$ cat src/rtl/vga_timing_gen.sv
// ----------------------------------------------------------------------------
// vga_timing_gen
//
// Raster timing generator for a VGA-style display. A pixel position
// (pixel_x, pixel_y) walks the full raster (visible area, front porch, sync
// and back porch) one step per clk cycle in which clk_en is high. Sync and
// active flags are registered alongside the position so they always describe
// the pixel currently presented. Pulse outputs mark the first cycle of a new
// line, a new frame and the start of vertical blanking. An 8-bit frame counter
// steps at the start of each vertical blanking interval.
//
// Ports
//   clk          in   pixel clock
//   rst_n        in   synchronous active-low reset (wins over clk_en)
//   clk_en       in   advance the raster position by one pixel
//   pixel_x      out  current column, 0 .. H_TOTAL-1
//   pixel_y      out  current row, 0 .. V_TOTAL-1
//   hsync        out  horizontal sync, SYNC_ACTIVE while asserted
//   vsync        out  vertical sync, SYNC_ACTIVE while asserted
//   active       out  1 while the presented pixel lies in the visible area
//   line_start   out  1-cycle pulse after the step onto column 0
//   frame_start  out  1-cycle pulse after the step onto (0,0)
//   vblank_start out  1-cycle pulse after the step onto (0,V_VISIBLE)
//   frame_count  out  frame number, steps with vblank_start, wraps at 256
// ----------------------------------------------------------------------------
module vga_timing_gen #(
    parameter int H_VISIBLE   = 640,
    parameter int H_FRONT     = 16,
    parameter int H_SYNC      = 96,
    parameter int H_BACK      = 48,
    parameter int V_VISIBLE   = 480,
    parameter int V_FRONT     = 10,
    parameter int V_SYNC      = 2,
    parameter int V_BACK      = 33,
    parameter bit SYNC_ACTIVE = 1'b0,
    localparam int H_TOTAL    = H_VISIBLE + H_FRONT + H_SYNC + H_BACK,
    localparam int V_TOTAL    = V_VISIBLE + V_FRONT + V_SYNC + V_BACK,
    localparam int XW         = $clog2(H_TOTAL),
    localparam int YW         = $clog2(V_TOTAL)
) (
    input  logic          clk,
    input  logic          rst_n,
    input  logic          clk_en,
    output logic [XW-1:0] pixel_x,
    output logic [YW-1:0] pixel_y,
    output logic          hsync,
    output logic          vsync,
    output logic          active,
    output logic          line_start,
    output logic          frame_start,
    output logic          vblank_start,
    output logic [7:0]    frame_count
);

    // Last legal counter values.
    localparam logic [XW-1:0] X_LAST = XW'(H_TOTAL - 1);
    localparam logic [YW-1:0] Y_LAST = YW'(V_TOTAL - 1);

    // Region boundaries carry one extra bit so an end boundary equal to the
    // total still fits even when the total is a power of two.
    localparam logic [XW:0] X_VIS    = (XW+1)'(H_VISIBLE);
    localparam logic [XW:0] HS_BEGIN = (XW+1)'(H_VISIBLE + H_FRONT);
    localparam logic [XW:0] HS_END   = (XW+1)'(H_VISIBLE + H_FRONT + H_SYNC);
    localparam logic [YW:0] Y_VIS    = (YW+1)'(V_VISIBLE);
    localparam logic [YW:0] VS_BEGIN = (YW+1)'(V_VISIBLE + V_FRONT);
    localparam logic [YW:0] VS_END   = (YW+1)'(V_VISIBLE + V_FRONT + V_SYNC);

    logic [XW-1:0] pixel_x_q,      pixel_x_d;
    logic [YW-1:0] pixel_y_q,      pixel_y_d;
    logic          hsync_q,        hsync_d;
    logic          vsync_q,        vsync_d;
    logic          active_q,       active_d;
    logic          line_start_q,   line_start_d;
    logic          frame_start_q,  frame_start_d;
    logic          vblank_start_q, vblank_start_d;
    logic [7:0]    frame_count_q,  frame_count_d;

    logic          x_wrap;
    logic          y_wrap;

    // Next position first; every flag is then derived from that next
    // position so flags and position land in the same register update.
    always_comb begin
        x_wrap    = clk_en && (pixel_x_q == X_LAST);
        y_wrap    = x_wrap && (pixel_y_q == Y_LAST);
        pixel_x_d = pixel_x_q;
        pixel_y_d = pixel_y_q;

        if (clk_en) begin
            if (x_wrap) begin
                pixel_x_d = '0;
                pixel_y_d = y_wrap ? '0 : pixel_y_q + YW'(1);
            end else begin
                pixel_x_d = pixel_x_q + XW'(1);
            end
        end

        hsync_d  = (({1'b0, pixel_x_d} >= HS_BEGIN) && ({1'b0, pixel_x_d} < HS_END))
                   ? SYNC_ACTIVE : ~SYNC_ACTIVE;
        vsync_d  = (({1'b0, pixel_y_d} >= VS_BEGIN) && ({1'b0, pixel_y_d} < VS_END))
                   ? SYNC_ACTIVE : ~SYNC_ACTIVE;
        active_d = ({1'b0, pixel_x_d} < X_VIS) && ({1'b0, pixel_y_d} < Y_VIS);

        // Pulses only follow an advancing edge, so they collapse to 0
        // whenever clk_en is low.
        line_start_d   = x_wrap;
        frame_start_d  = y_wrap;
        vblank_start_d = x_wrap && ({1'b0, pixel_y_d} == Y_VIS);

        frame_count_d  = vblank_start_d ? frame_count_q + 8'd1 : frame_count_q;
    end

    always_ff @(posedge clk) begin
        if (!rst_n) begin
            // Parked on the last pixel so the first advance lands on (0,0)
            // and raises line_start/frame_start.
            pixel_x_q      <= X_LAST;
            pixel_y_q      <= Y_LAST;
            hsync_q        <= ~SYNC_ACTIVE;
            vsync_q        <= ~SYNC_ACTIVE;
            active_q       <= 1'b0;
            line_start_q   <= 1'b0;
            frame_start_q  <= 1'b0;
            vblank_start_q <= 1'b0;
            frame_count_q  <= 8'd0;
        end else begin
            pixel_x_q      <= pixel_x_d;
            pixel_y_q      <= pixel_y_d;
            hsync_q        <= hsync_d;
            vsync_q        <= vsync_d;
            active_q       <= active_d;
            line_start_q   <= line_start_d;
            frame_start_q  <= frame_start_d;
            vblank_start_q <= vblank_start_d;
            frame_count_q  <= frame_count_d;
        end
    end

    assign pixel_x      = pixel_x_q;
    assign pixel_y      = pixel_y_q;
    assign hsync        = hsync_q;
    assign vsync        = vsync_q;
    assign active       = active_q;
    assign line_start   = line_start_q;
    assign frame_start  = frame_start_q;
    assign vblank_start = vblank_start_q;
    assign frame_count  = frame_count_q;

endmodule

$ cat config.mk
export PLATFORM = sky130hd
export DESIGN_NAME = vga_timing_gen
export DESIGN_NICKNAME = d
export VERILOG_FILES = /design/src/rtl/vga_timing_gen.sv
export SDC_FILE = /design/constraint.sdc
export NUM_CORES = 1
export LEC_CHECK = 0
export CORE_ASPECT_RATIO = 1.1
export CORE_MARGIN = 2
export CORE_UTILIZATION = 35
export CTS_CLUSTER_DIAMETER = 80
export DETAILED_ROUTE_END_ITERATION = 10
export GPL_ROUTABILITY_DRIVEN = 0
export PLACE_DENSITY = 0.6
export SYNTH_ARGS = -nofsm -noshare
export SYNTH_HDL_FRONTEND = slang
export SYNTH_SLANG_ARGS = --single-unit
$ cat constraint.sdc
create_clock -name clk -period 3.6 [get_ports clk]
set_input_delay 0.72 -clock clk [delete_from_list [all_inputs] [get_ports clk]]
set_output_delay 0.72 -clock clk [all_outputs]
set_load 0.05 [all_outputs]
==> impl_metrics.toml <==
[flow_run]
maxCapViolCount = 0

[worst_setup_path]
cp_max_fo = 8
cp.arrival_ns = 3.32
r2r-end = "frame_count[7]"
r2r_setup_slack_ns = 0.77
reg2reg_from = "pixel_y[2]"
reg2reg_depth = 6
start_kind = "primary input"
critPathKind = "in -> reg"
endpoint_kind = "flop"
crit_required_ns = 3.82

[cts]
clk-insertion-delay-late_ns = 0.29
ctsResizeCount = 0
cts_tree = "built"
cts_max_level = 2
root_buffer = "clkbuf_8"
cts_sinks = 34
cts-hold-fix-buffers = 0
cts_buffer_depth = 2
path_clk_slew_ns = 0.07
cts-buffers-inserted = 5
cts_setup_buffers = 0

[outcome]
run_status = "finished clean"

[synth]
synthesis.area_um2 = 1850
syn_inst = 223
ys_async_sr_fraction_pct = 0
synth_edf_count = 0
synth_ff_type = "dfxtp_1"
synth_cell_type_count = 42
ys_seq_elements = 34
yosysSeqAreaShare_pct = 36.8
syn_avg_cell_area_um2 = 8.30
synth_warnings = 0
syn_nets = 230

[sta]
setup_violations = 0
setup_tns_ns = 0
min_period_over_period_pct = 86.1
rsz0062_at_grt = "false"
drv_slew = 0
finalHoldWorstSlack_ns = 0.475
max_freq_mhz = 323
tightestPinTransition_ns = 0.813
fin_skew_ns = 0.00271
fin_crit_ns = 3.10
relSlewSlack_pct = 45.4
hold_viol_final = 0

[routing]
drtPass1Iterations = 4
drt-vias-per-instance = 5.26
final_antenna_net_count = 0
drt_iter0_drc = 83
routed_wl_um = 4440
drc = 0
wl_per_cell_um = 13.8
vias = 1690

[floorplan]
die_x_um = 73.3
dieArea_um2 = 5890
num_rows = 27
coreArea_um2 = 5070
die_h_um = 80.3
start_util_pct = 36.5
boundaryPins = 37

[cells_and_area]
nets = 269
final_core_utilization_pct = 47.1
drive_above_1_share_pct = 9.89
syn_to_final_growth_pct = 28.9
diodes = 0

[global_routing]
grt_max_degree = 25
track_usage_pct = 16.1
antenna_found_initial = 0
overflow = 0
grt_pass1_wl_um = 7490
grt_pass1_vias = 1562

[worst_hold_path]
hp-start = "frame_count[7]"
hold_path.class = "reg -> reg"
min_path_cells = 2
holdPathEnd = "frame_count[7]"

[power_and_ir_drop]
clkPwrFrac_pct = 27.8
switching_share_pct = 36.1
p_leak_nw = 0.848
power_density_nw_per_um2 = 447
vdd_ir_drop_max_v = 0.000159
p_seq_share_pct = 41.7
power.internal_uw = 681
comb_power_share_pct = 30.5
switchingPower_uw = 385
power.total_mw = 1.07

[placement]
io_buffers = 36
dp_hpwl_um = 3160
## worst max-delay path: stages
cell and delay (ns):
clkdlybuf4s50_1 0.48, nand3_1 0.10, or4_4 0.50, or4_4 0.53, a211o_4 0.40, nor4_1 0.37
mux2i_1 0.22
## registers in the layout, indices dropped and copies added (netlist names)
signal        flops
vsync             1
vblank_start      1
frame_count       8
hsync             1
pixel_y          10
frame_start       1
active            1
line_start        1
pixel_x          10
## worst max-delay path by stage
stage	slack, ns	cells past startpoint	from	to
finish	0.50	7	clk_en	frame_count[7]
global route	0.35	8	clk_en	frame_count[7]
CTS	0.51	7	clk_en	frame_count[7]
detailed placement	0.22	7	clk_en	frame_count[7]
global placement	0.26	7	clk_en	frame_count[3]
floorplan	0.48	7	pixel_x[1]	frame_count[3]
## kinds of logic (layout without fill, tap and decap cells)
group                    count (synthesis)  in the layout  synth area share [%]
AND/OR/NAND/NOR                        116            116                  36.6
multiplexers                             9              9                  4.87
AO/OA/AOI/OAI                           35             35                  11.6
adder cells (fa/ha/maj)                  4              4                  2.70
flip-flops                              34             34                  36.8
buffers and inverters                   17             57                  3.65
XOR/XNOR                                 8              8                  3.79
## per-layer routing
layer / GRT usage, % / routed length [um]
met2: 25.1 / 2100
met1: 21.5 / 2130
met3: 3.89 / 175
met5: 0 / 0
met4: 5.64 / 40
## cell usage after synthesis, drive strengths merged (3+ instances only)
cell type	number	share of area [%]
a21oi	9	2.4
and2	7	2.4
and3	5	1.7
buf	3	0.81
clkbuf	9	1.8
dfxtp	34	37
ha	4	2.7
inv	5	1.0
mux2i	9	4.9
nand2	25	5.2
nand2b	11	3.7
nand3	9	2.4
nand4	10	3.4
nor2	14	2.8
nor2b	6	2.0
nor3	7	2.2
nor4	11	4.1
o21ai	16	4.3
or4	3	1.6
xnor2	5	2.4
xor2	3	1.4
## metrics by stage
stage / worst slack (ns) / instances / area, um2
2_1_floorplan: 0.475 / 223 / 1850
3_3_place_gp: 0.258 / 313 / 2290
3_5_place_dp: 0.225 / 313 / 2290
4_1_cts: 0.513 / 321 / 2390
5_1_grt: 0.348 / 321 / 2390
6_report: 0.500 / 321 / 2390
## placed cells by master (no fill, tap or decap), drive strengths merged, types with 10 or more instances in the layout
cell type	synthesis	final
dfxtp	34	34
nand2b	11	11
nor2	14	14
o21ai	16	16
nor4	11	11
nand4	10	10
nand2	25	25
clkdlybuf4s50	0	36
## power groups by stage
stage | clock network (mW) | registers [mW] | logic, mW
4_1_cts | 0.303 | 0.444 | 0.328
5_1_grt | 0.317 | 0.449 | 0.356
2_1_floorplan | 0 | 0.518 | 0.159
3_3_place_gp | 0 | 0.452 | 0.328
3_5_place_dp | 0 | 0.453 | 0.327
6_report | 0.296 | 0.444 | 0.326
## area by class of cell
class | count | area [um2]
clock buffer | 7 | 86.3
inverter | 5 | 18.8
fill | 525 | 2680
clock inverter | 1 | 5.00
sequential | 34 | 681
timing repair buffer | 44 | 420
multi-input combinational | 172 | 1100
tap | 58 | 72.6
No activity file was read; power rests on OpenSTA's default activity.
